<file path="src/rtl/drbg_pkg.sv">
`default_nettype none
// ============================================================================
// Module   : drbg_pkg
// Brief    : Shared widths and fetch-FSM encoding for the DRBG word buffer.
// Revision : 1.0
// ============================================================================
package drbg_pkg;

    localparam int DRBG_BLOCK_W = 256;
    localparam int DRBG_WORD_W  = 32;

    typedef enum logic [1:0] {
        FETCH_IDLE    = 2'd0,
        FETCH_REQUEST = 2'd1,
        FETCH_RELEASE = 2'd2
    } fetch_state_t;

endpackage : drbg_pkg
`default_nettype wire

</file>
<file path="src/rtl/drbg_word_buffer_if.sv">
`default_nettype none
// ============================================================================
// Module   : drbg_word_buffer_if
// Brief    : DRBG next/next_ready link plus the keystream word valid/ready link.
// Revision : 1.0
// ============================================================================
interface drbg_word_buffer_if #(
    parameter int WORD_W  = 32,
    parameter int BLOCK_W = 256
) ();

    logic               drbg_next;
    logic               drbg_next_ready;
    logic [BLOCK_W-1:0] drbg_random_bits;
    logic               word_valid;
    logic               word_ready;
    logic [WORD_W-1:0]  word;

    modport master (
        output drbg_next,
        input  drbg_next_ready,
        input  drbg_random_bits,
        output word_valid,
        input  word_ready,
        output word
    );

    modport slave (
        input  drbg_next,
        output drbg_next_ready,
        output drbg_random_bits,
        input  word_valid,
        output word_ready,
        input  word
    );

endinterface : drbg_word_buffer_if
`default_nettype wire

</file>
<file path="src/rtl/drbg_fetch_ctrl.sv">
`default_nettype none
// ============================================================================
// Module   : drbg_fetch_ctrl
// Brief    : DRBG request FSM, next_ready rise detect and captured-block counter.
// Revision : 1.0
// ============================================================================
module drbg_fetch_ctrl
    import drbg_pkg::*;
(
    input  wire         clk,
    input  wire         reset,
    input  wire         enable,
    input  wire         init_ready,
    input  wire         slot_free,
    input  wire         next_ready,
    output logic        drbg_next,
    output logic        capture,
    output logic [15:0] blocks_fetched
);

    fetch_state_t r_state;
    fetch_state_t w_state_nxt;
    logic         r_nr_q;
    logic         w_nr_rise;
    logic         w_capture;
    logic [15:0]  r_blocks_fetched;

    // r_nr_q resets high so a next_ready left over from before reset is not a new block
    assign w_nr_rise = next_ready & ~r_nr_q;

    always_ff @(posedge clk or posedge reset) begin
        if (reset) begin
            r_state          <= FETCH_RELEASE;
            r_nr_q           <= 1'b1;
            r_blocks_fetched <= 16'd0;
        end else begin
            r_state <= w_state_nxt;
            r_nr_q  <= next_ready;
            if (w_capture) begin
                r_blocks_fetched <= r_blocks_fetched + 16'd1;
            end
        end
    end

    always_comb begin
        w_state_nxt = r_state;
        w_capture   = 1'b0;
        case (r_state)
            FETCH_IDLE: begin
                if (enable && init_ready && slot_free) begin
                    w_state_nxt = FETCH_REQUEST;
                end
            end
            FETCH_REQUEST: begin
                if (w_nr_rise) begin
                    w_capture   = 1'b1;
                    w_state_nxt = FETCH_RELEASE;
                end
            end
            FETCH_RELEASE: begin
                if (!next_ready) begin
                    w_state_nxt = FETCH_IDLE;
                end
            end
            default: w_state_nxt = FETCH_RELEASE;
        endcase
    end

    assign drbg_next      = (r_state == FETCH_REQUEST);
    assign capture        = w_capture;
    assign blocks_fetched = r_blocks_fetched;

endmodule : drbg_fetch_ctrl
`default_nettype wire

</file>
<file path="src/rtl/drbg_word_buffer.sv">
`default_nettype none
// ============================================================================
// Module   : drbg_word_buffer
// Brief    : Ring of DRBG blocks served LSB-word-first as keystream words.
// Revision : 1.0
// ============================================================================
module drbg_word_buffer
    import drbg_pkg::*;
#(
    parameter int WORD_W    = DRBG_WORD_W,
    parameter int BLOCK_W   = DRBG_BLOCK_W,
    parameter int NUM_SLOTS = 2
) (
    input  wire                                         clk,
    input  wire                                         reset,
    input  wire                                         enable,
    input  wire                                         drbg_init_ready,
    drbg_word_buffer_if.master                          bus,
    output logic [$clog2(NUM_SLOTS*(BLOCK_W/WORD_W)+1)-1:0] words_available,
    output logic                                        underflow,
    output logic [15:0]                                 blocks_fetched
);

    localparam int WPB       = BLOCK_W / WORD_W;
    localparam int c_PTR_W   = (NUM_SLOTS > 1) ? $clog2(NUM_SLOTS) : 1;
    localparam int c_WIDX_W  = (WPB > 1) ? $clog2(WPB) : 1;
    localparam int c_AVAIL_W = $clog2(NUM_SLOTS*WPB+1);

    localparam logic [c_AVAIL_W-1:0] c_WPB_A  = c_AVAIL_W'(WPB);
    localparam logic [c_AVAIL_W-1:0] c_ONE_A  = c_AVAIL_W'(1);
    localparam logic [c_WIDX_W-1:0]  c_LAST_W = c_WIDX_W'(WPB-1);

    logic [WPB-1:0][WORD_W-1:0] r_slot_data [NUM_SLOTS];
    logic [NUM_SLOTS-1:0]       r_full;
    logic [c_PTR_W-1:0]         r_wr_ptr;
    logic [c_PTR_W-1:0]         r_rd_ptr;
    logic [c_WIDX_W-1:0]        r_widx;
    logic [c_AVAIL_W-1:0]       r_avail;
    logic                       r_underflow;

    logic                       w_capture;
    logic                       w_slot_free;
    logic                       w_valid;
    logic                       w_xfer;
    logic                       w_release_slot;
    logic [WPB-1:0][WORD_W-1:0] w_rd_block;

    function automatic logic [c_PTR_W-1:0] ptr_inc(input logic [c_PTR_W-1:0] p);
        return (p == c_PTR_W'(NUM_SLOTS-1)) ? '0 : p + 1'b1;
    endfunction

    // In a ring the write slot is occupied only when every slot is occupied
    assign w_slot_free    = ~r_full[r_wr_ptr];
    assign w_valid        = r_full[r_rd_ptr];
    assign w_xfer         = w_valid & bus.word_ready;
    assign w_release_slot = w_xfer & (r_widx == c_LAST_W);
    assign w_rd_block     = r_slot_data[r_rd_ptr];

    drbg_fetch_ctrl u_fetch_ctrl (
        .clk            (clk),
        .reset          (reset),
        .enable         (enable),
        .init_ready     (drbg_init_ready),
        .slot_free      (w_slot_free),
        .next_ready     (bus.drbg_next_ready),
        .drbg_next      (bus.drbg_next),
        .capture        (w_capture),
        .blocks_fetched (blocks_fetched)
    );

    always_ff @(posedge clk) begin
        if (w_capture) begin
            r_slot_data[r_wr_ptr] <= bus.drbg_random_bits;
        end
    end

    always_ff @(posedge clk or posedge reset) begin
        if (reset) begin
            r_full      <= '0;
            r_wr_ptr    <= '0;
            r_rd_ptr    <= '0;
            r_widx      <= '0;
            r_avail     <= '0;
            r_underflow <= 1'b0;
        end else begin
            for (int i = 0; i < NUM_SLOTS; i++) begin
                if (w_capture && (r_wr_ptr == c_PTR_W'(i))) begin
                    r_full[i] <= 1'b1;
                end else if (w_release_slot && (r_rd_ptr == c_PTR_W'(i))) begin
                    r_full[i] <= 1'b0;
                end
            end
            if (w_capture) begin
                r_wr_ptr <= ptr_inc(r_wr_ptr);
            end
            if (w_xfer) begin
                if (r_widx == c_LAST_W) begin
                    r_widx   <= '0;
                    r_rd_ptr <= ptr_inc(r_rd_ptr);
                end else begin
                    r_widx <= r_widx + 1'b1;
                end
            end
            r_avail <= r_avail + (w_capture ? c_WPB_A : '0) - (w_xfer ? c_ONE_A : '0);
            if (bus.word_ready && !w_valid) begin
                r_underflow <= 1'b1;
            end
        end
    end

    // Gated by the full flag so word reads zero whenever nothing is presented
    assign bus.word_valid = w_valid;
    assign bus.word       = w_valid ? w_rd_block[r_widx] : '0;
    assign words_available = r_avail;
    assign underflow       = r_underflow;

endmodule : drbg_word_buffer
`default_nettype wire

</file>
<file path="src/flat_wrapper.sv">
// flat-port wrapper written by rule: the top's interface ports become plain ports
module drbg_word_buffer_flat import drbg_pkg::*;
#(
    parameter int WORD_W    = DRBG_WORD_W,
    parameter int BLOCK_W   = DRBG_BLOCK_W,
    parameter int NUM_SLOTS = 2
)
  (clk, reset, enable, drbg_init_ready, words_available, underflow, blocks_fetched, bus_drbg_next, bus_drbg_next_ready, bus_drbg_random_bits, bus_word_valid, bus_word_ready, bus_word);
  drbg_word_buffer_if #(.WORD_W(WORD_W), .BLOCK_W(BLOCK_W)) bus_i ();
  input  wire clk;
  input  wire reset;
  input  wire enable;
  input  wire drbg_init_ready;
  output logic [$clog2(NUM_SLOTS*(BLOCK_W/WORD_W)+1)-1:0] words_available;
  output logic underflow;
  output logic [15:0] blocks_fetched;
  output wire logic [$bits(bus_i.drbg_next)-1:0] bus_drbg_next;
  input wire logic [$bits(bus_i.drbg_next_ready)-1:0] bus_drbg_next_ready;
  input wire logic [$bits(bus_i.drbg_random_bits)-1:0] bus_drbg_random_bits;
  output wire logic [$bits(bus_i.word_valid)-1:0] bus_word_valid;
  input wire logic [$bits(bus_i.word_ready)-1:0] bus_word_ready;
  output wire logic [$bits(bus_i.word)-1:0] bus_word;
  assign bus_drbg_next = bus_i.drbg_next;
  assign bus_i.drbg_next_ready = bus_drbg_next_ready;
  assign bus_i.drbg_random_bits = bus_drbg_random_bits;
  assign bus_word_valid = bus_i.word_valid;
  assign bus_i.word_ready = bus_word_ready;
  assign bus_word = bus_i.word;
  drbg_word_buffer #(.WORD_W(WORD_W), .BLOCK_W(BLOCK_W), .NUM_SLOTS(NUM_SLOTS)) u_core (.clk(clk), .reset(reset), .enable(enable), .drbg_init_ready(drbg_init_ready), .bus(bus_i), .words_available(words_available), .underflow(underflow), .blocks_fetched(blocks_fetched));
endmodule
</file>
<file path="config.mk">
export PLATFORM = sky130hd
export DESIGN_NAME = drbg_word_buffer_flat
export DESIGN_NICKNAME = d
export VERILOG_FILES = /design/src/rtl/drbg_pkg.sv /design/src/rtl/drbg_word_buffer_if.sv /design/src/rtl/drbg_fetch_ctrl.sv /design/src/rtl/drbg_word_buffer.sv /design/src/flat_wrapper.sv
export SDC_FILE = /design/constraint.sdc
export NUM_CORES = 1
export LEC_CHECK = 0
export CAP_MARGIN = 20
export CORE_ASPECT_RATIO = 1.25
export CORE_UTILIZATION = 50
export CTS_CLUSTER_DIAMETER = 100
export DETAILED_ROUTE_END_ITERATION = 8
export PLACE_DENSITY_LB_ADDON = 0.08
export SETUP_SLACK_MARGIN = 0.02
export SLEW_MARGIN = 20
export SYNTH_ARGS = -nofsm -noshare
export SYNTH_HDL_FRONTEND = slang
export SYNTH_SLANG_ARGS = --single-unit
</file>
<file path="constraint.sdc">
create_clock -name clk -period 31.2 [get_ports clk]
set_input_delay 6.24 -clock clk [delete_from_list [all_inputs] [get_ports clk]]
set_output_delay 6.24 -clock clk [all_outputs]
set_load 0.01 [all_outputs]
</file>
# ---- Word-level counts from Yosys, hierarchy flattened
# Memories as Yosys holds them, arrays and structs flattened.
# Cells that the tools add are included.
dict set report classes {
  n_addsub 6
  order_cmp 3
  eq_ne 6
  n_mux 24
  bitwise 7
  reduce_logical 13
}
# cell count
set ops {}
lappend ops {{32-bit binary-select mux with 3-bit select} 1}
lappend ops {{32-bit two-way mux} 2}
lappend ops {{16-bit by 1-bit adder with 16-bit output, second input constant} 1}
lappend ops {{1-bit two-way mux} 15}
lappend ops {{1-bit logical AND} 7}
lappend ops {{2-bit two-way mux} 3}
lappend ops {{2-bit one-hot mux with 3 select lines} 1}
lappend ops {{5-bit adder} 1}
lappend ops {{5-bit subtractor} 1}
lappend ops {{1-bit by 2-bit < comparator with 1-bit output, second input constant} 2}
lappend ops {{3-bit by 4-bit < comparator with 1-bit output, second input constant} 1}
lappend ops {{4-bit two-way mux} 1}
lappend ops {{2-bit inequality test, second input constant} 2}
lappend ops {{1-bit NOT} 4}
lappend ops {{2-bit nonzero test} 2}
lappend ops {{3-bit by 1-bit adder with 3-bit output, second input constant} 1}
lappend ops {{1-bit AND} 3}
lappend ops {{3-bit == test, second input constant} 1}
lappend ops {{3-bit two-way mux} 1}
lappend ops {{3-bit AND reduction} 1}
lappend ops {{1-bit adder, second input constant} 2}
lappend ops {{2-bit by 1-bit == test with 1-bit output, second input constant} 1}
lappend ops {{2-bit == test, second input constant} 1}
lappend ops {{2-bit logical NOT} 1}
lappend ops {{3 further kinds} 3}
dict set report word_totals {
  ff_bits 32
  mem_bits_rw 512
  inputBits 262
  output_inout_bits 56
  mem_count 1
}
# name words width read_ports rd_clocked_by_memory_dff write_ports line
set mem_list {}
lappend mem_list {u_core.r_slot_data 2 256 1 0 1 drbg_word_buffer.sv:33} ;# logic [WPB-1:0][WORD_W-1:0] r_slot_data [NUM_SLOTS];

# ---- Logic depth before layout (Yosys ltp)
dict set report logic_depth {
  depth_word 7
  depth_mapped 11
  ltp_nobuf 10
}

# ---- Hierarchy
# A second synthesis with hierarchy kept.
dict set report unflattened {
  hier_cells 932
  area_unflattened_um2 20828.7
}
# module n_inst cells_each area_each_um2
set by_module_without_submodules {}
lappend by_module_without_submodules {drbg_word_buffer 1 857 19980.4}
lappend by_module_without_submodules {drbg_fetch_ctrl 1 75 848.3}

# ---- Worst setup path before layout
# No wires, ideal clock.
dict set report synth_timing {
  path_type {input to register}
  start {in bus_drbg_next_ready}
  end {mem u_core.r_slot_data[0][0] in the netlist's numbering (enable)}
  setup_time_ns 0.879
  t_arrival_ns 17.347
  t_required_ns 30.321
  path_slack_ns 12.974
  stages 4
  n_path_buf 0
  path_cell_list {nor2b_1 -> and2_1 -> inv_2 -> nor2_1}
}
dict set report synth_via {
  elab_chain_cells 5
}
# item line
set synth_rtl {}
lappend synth_rtl {{start, declared} flat_wrapper.sv:18} ;# input wire logic [$bits(bus_i.drbg_next_ready)-1:0] bus_drbg_next_ready;
lappend synth_rtl {{1-bit AND} drbg_fetch_ctrl.sv:29} ;# assign w_nr_rise = next_ready & ~r_nr_q;
lappend synth_rtl {{1-bit two-way mux} drbg_fetch_ctrl.sv:55} ;# if (w_nr_rise) begin
lappend synth_rtl {{1-bit two-way mux} drbg_fetch_ctrl.sv:48} ;# case (r_state)
lappend synth_rtl {{1-bit two-way mux} drbg_word_buffer.sv:72} ;# if (w_capture) begin
lappend synth_rtl {{1-bit two-way mux (not written as such)} drbg_word_buffer.sv:73} ;# r_slot_data[r_wr_ptr] <= bus.drbg_random_bits;
lappend synth_rtl {{end, declared} drbg_word_buffer.sv:33}
# Every way passes these cells.

# ---- Final worst setup path
dict set report layout_timing {
  start {reg u_core.r_widx[0]}
  end {out bus_word[9]}
}
dict set report layout_via {
  elab_chain_cells 3
}
# item line
set layout_rtl {}
lappend layout_rtl {{start, declared} drbg_word_buffer.sv:37} ;# logic [c_WIDX_W-1:0] r_widx;
lappend layout_rtl {{start signal, assigned} drbg_word_buffer.sv:101} ;# r_widx <= r_widx + 1'b1;
lappend layout_rtl {{32-bit binary-select mux with 3-bit select} drbg_word_buffer.sv:113} ;# assign bus.word = w_valid ? w_rd_block[r_widx] : '0;
lappend layout_rtl {{32-bit two-way mux (not written as such)} drbg_word_buffer.sv:113}
lappend layout_rtl {{32-bit two-way mux} drbg_word_buffer.sv:113}
lappend layout_rtl {{end, declared} flat_wrapper.sv:22} ;# output wire logic [$bits(bus_i.word)-1:0] bus_word;
# Every way passes these cells. The select of a mux whose other input is x is not followed.

==> results.json <==
{
  "grt_pass1_vias": 10926,
  "ys_async_sr_fraction": 0.05882,
  "setup_ws_ps": 20720,
  "grt_pass1_wl_mm": 66.65,
  "postSynthCellCount": 922,
  "die-area_um2": 42320,
  "postCtsSetupBuffers": 0,
  "num_vias": 10203,
  "status": "finished clean",
  "wl_per_cell_um": 24.30,
  "post-route-period-util": 0.3360,
  "p_leak_nw": 8.449,
  "clock_latency_ps": 580,
  "placeableCoreArea_um2": 41020,
  "peakVddDrop_uv": 53.20,
  "synthesis.nets": 1193,
  "start_util": 0.5058,
  "finalSetupTns_ps": 0,
  "hold_buffers": 0,
  "hp-start": "u_core.u_fetch_ctrl.r_state[1]",
  "antenna_found_initial": 14,
  "r2r_slack_ps": 27960,
  "cts_resized": 0,
  "synth_top_cell_by_area": "edfxtp_1",
  "period_needed_ps": 10480,
  "clock_sinks": 544,
  "ioPinCount": 318,
  "routed_wl_mm": 45.30,
  "seqPwrFrac": 0.426,
  "critPathMaxFanout": 62,
  "drt_iter0_markers": 765,
  "p_int_mw": 1.489,
  "ys_ff_latch": 544,
  "clockPowerShare": 0.293,
  "clockBufferDepth": 3,
  "hold_class": "register to register",
  "critical-path-max-stage-delay_ps": 800,
  "gp_congestion": 0.7667,
  "final_cell_mix": "512 x edfxtp_1, 317 x clkdlybuf4s50_1, 126 x mux4_2",
  "grt_max_degree": 183,
  "synthTopCellsByArea": "edfxtp_1 74%, mux4_2 14%, dfrtp_1 3.6%",
  "slew_headroom": 0.2745,
  "r2r-end": "u_core.r_slot_data[0][13]",
  "worstReg2RegStart": "u_core.u_fetch_ctrl.r_nr_q",
  "synth_cell_types": 41,
  "drc_errors": 0,
  "power.density_nw_per_um2": 79.22,
  "setup_viol": 0,
  "placed_area_um2": 24530,
  "final_core_util": 0.6385,
  "cp.arrival_ps": 4240,
  "hold_depth": 2,
  "max_freq_mhz": 95.39,
  "ys.flop_type": "edfxtp_1",
  "path_delay_family": "buffers and inverters",
  "timing.critical_path.from": "u_core.r_widx[0]",
  "die_w_um": 184.2,
  "grtUsageTotal": 0.2192,
  "synth_edf_count": 512,
  "combPwrFrac": 0.281,
  "rsz0062_at_grt": "false",
  "cts-buffers-inserted": 53,
  "crit_path_end_kind": "primary output",
  "p_switching_mw": 0.5858,
  "holdPathEnd": "u_core.u_fetch_ctrl.r_state[1]",
  "slowest_stage": "buf_4",
  "ys_seq_area_frac": 0.7797,
  "io_buffers": 317,
  "cp_cell_sequence": "buf_4 -> buf_4 -> mux4_2 -> mux2i_1 -> o21ai_1 -> clkdlybuf4s50_1",
  "cap_violations": 0,
  "area_growth_pct": 26.22,
  "worst_path_most_repeated_cell": "buf_4",
  "die_h_um": 229.8,
  "crit_type": "register to primary output",
  "switching_share": 0.2823,
  "dp_slack_ps": 21210,
  "hpwl_mm": 29.42,
  "ys_warn_count": 0,
  "h-tree-depth": 2,
  "fin_worst_skew_ps": 15.64,
  "mostFrequentLayoutCell": "edfxtp_1",
  "tightest_slew_ps": 1088,
  "required_ps": 24960,
  "synth_area_per_cell_um2": 22.51,
  "nets": 1534,
  "cts-root-buf": "clkbuf_16",
  "cts_tree": "yes",
  "startpoint_type": "register",
  "vias_per_cell": 5.474,
  "rows": 83,
  "final_antenna_net_count": 0,
  "final_cell_area_um2": 26190,
  "clkTransAtPathRegs_ps": 60,
  "slew_violations": 0,
  "syn_area_um2": 20750,
  "dr.pass1.iters": 5,
  "drive_above_1_share": 0.1706,
  "reg2reg_depth": 6,
  "overflow": 0,
  "crit_buf_inv": 3,
  "synth_top_area_share": 0.7410,
  "hold_viol": 0
}
-- cells by family after synthesis --
| group | share of synthesized area |
|---|---|
| flops | 0.7797 |
| mux | 0.1552 |
| compound gates | 0.02291 |
| buf+inv | 0.01399 |
| simple gates | 0.01399 |
| xor+xnor | 0.008442 |
| fa+ha+maj | 0.005789 |
-- layout make-up --
| cell class | instances | area [µm²] |
|---|---|---|
| sequential | 544 | 16190 |
| fill | 2846 | 14830 |
| multi-input combinational | 321 | 4309 |
| timing repair buffer | 330 | 3296 |
| clock buffer | 73 | 1444 |
| tap | 552 | 690.7 |
| clock inverter | 26 | 202.7 |
| inverter | 13 | 48.80 |
| antenna | 5 | 12.51 |
-- worst max path at each step --
stage / slack [ps] / cells after the start / end
6_report: 20720 / 6 / bus_word[9]
5_1_grt: 20490 / 6 / bus_word[9]
3_3_place_gp: 21190 / 6 / bus_word[9]
2_1_floorplan: 12970 / 4 / u_core.r_slot_data[0][0]
3_5_place_dp: 21210 / 6 / bus_word[9]
4_1_cts: 20560 / 6 / bus_word[9]
-- sequential cells by signal (all words and copies together), names as in the netlist --
register,cells
u_core.r_wr_ptr,1
u_core.underflow,1
u_core.u_fetch_ctrl.r_nr_q,1
u_core.r_widx,3
u_core.r_full,2
u_core.r_rd_ptr,1
u_core.words_available,5
u_core.u_fetch_ctrl.r_state,2
u_core.r_slot_data,512
u_core.u_fetch_ctrl.blocks_fetched,16
-- power groups by stage --
| stage | Sequential [mW] | Combinational (mW) | Clock [mW] |
|---|---|---|---|
| final | 0.884 | 0.583 | 0.607 |
| after global routing | 0.890 | 0.627 | 0.646 |
| after CTS | 0.885 | 0.599 | 0.621 |
| after detailed placement | 0.900 | 0.596 | 0 |
| after global placement | 0.898 | 0.594 | 0 |
| after floorplan | 0.896 | 0.357 | 0 |
-- Yosys cell counts (4+ instances only) --
| cell | number |
|---|---|
| buf_1 | 4 |
| nand2_1 | 16 |
| inv_1 | 12 |
| a21o_1 | 5 |
| nand3_1 | 7 |
| buf_6 | 6 |
| edfxtp_1 | 512 |
| a22oi_1 | 31 |
| mux2i_1 | 36 |
| xnor2_1 | 17 |
| dfrtp_1 | 30 |
| nor2_1 | 4 |
| buf_2 | 16 |
| ha_1 | 8 |
| nand4_1 | 6 |
| o21ai_1 | 31 |
| mux4_2 | 126 |
| clkbuf_1 | 15 |
-- worst reg2reg max path, cell delays in order, from the launching register on --
cell and delay [ps]:
dfstp_2 360, nor2b_1 200, and2_1 250, inv_2 130, nor2_4 120, buf_12 700, buf_4 1050
-- per-stage QoR --
stage / instances / hold WS (ps) / total power [mW]
2_1_floorplan: 922 / 449.3 / 1.253
6_report: 1864 / 478.5 / 2.075
3_5_place_dp: 1760 / 473.3 / 1.497
4_1_cts: 1859 / 483.8 / 2.106
3_3_place_gp: 1760 / 463.4 / 1.491
5_1_grt: 1860 / 506.5 / 2.163
-- per-layer routing --
metal / global-route usage / vias up / share of wire
li1: - / 4568 / -
met1: 0.2627 / 5236 / 0.38
met2: 0.3788 / 308 / 0.52
met3: 0.07048 / 73 / 0.077
met4: 0.06120 / 18 / 0.021
met5: 0 / - / 0.0028
No activity file was read; power rests on OpenSTA's default activity.
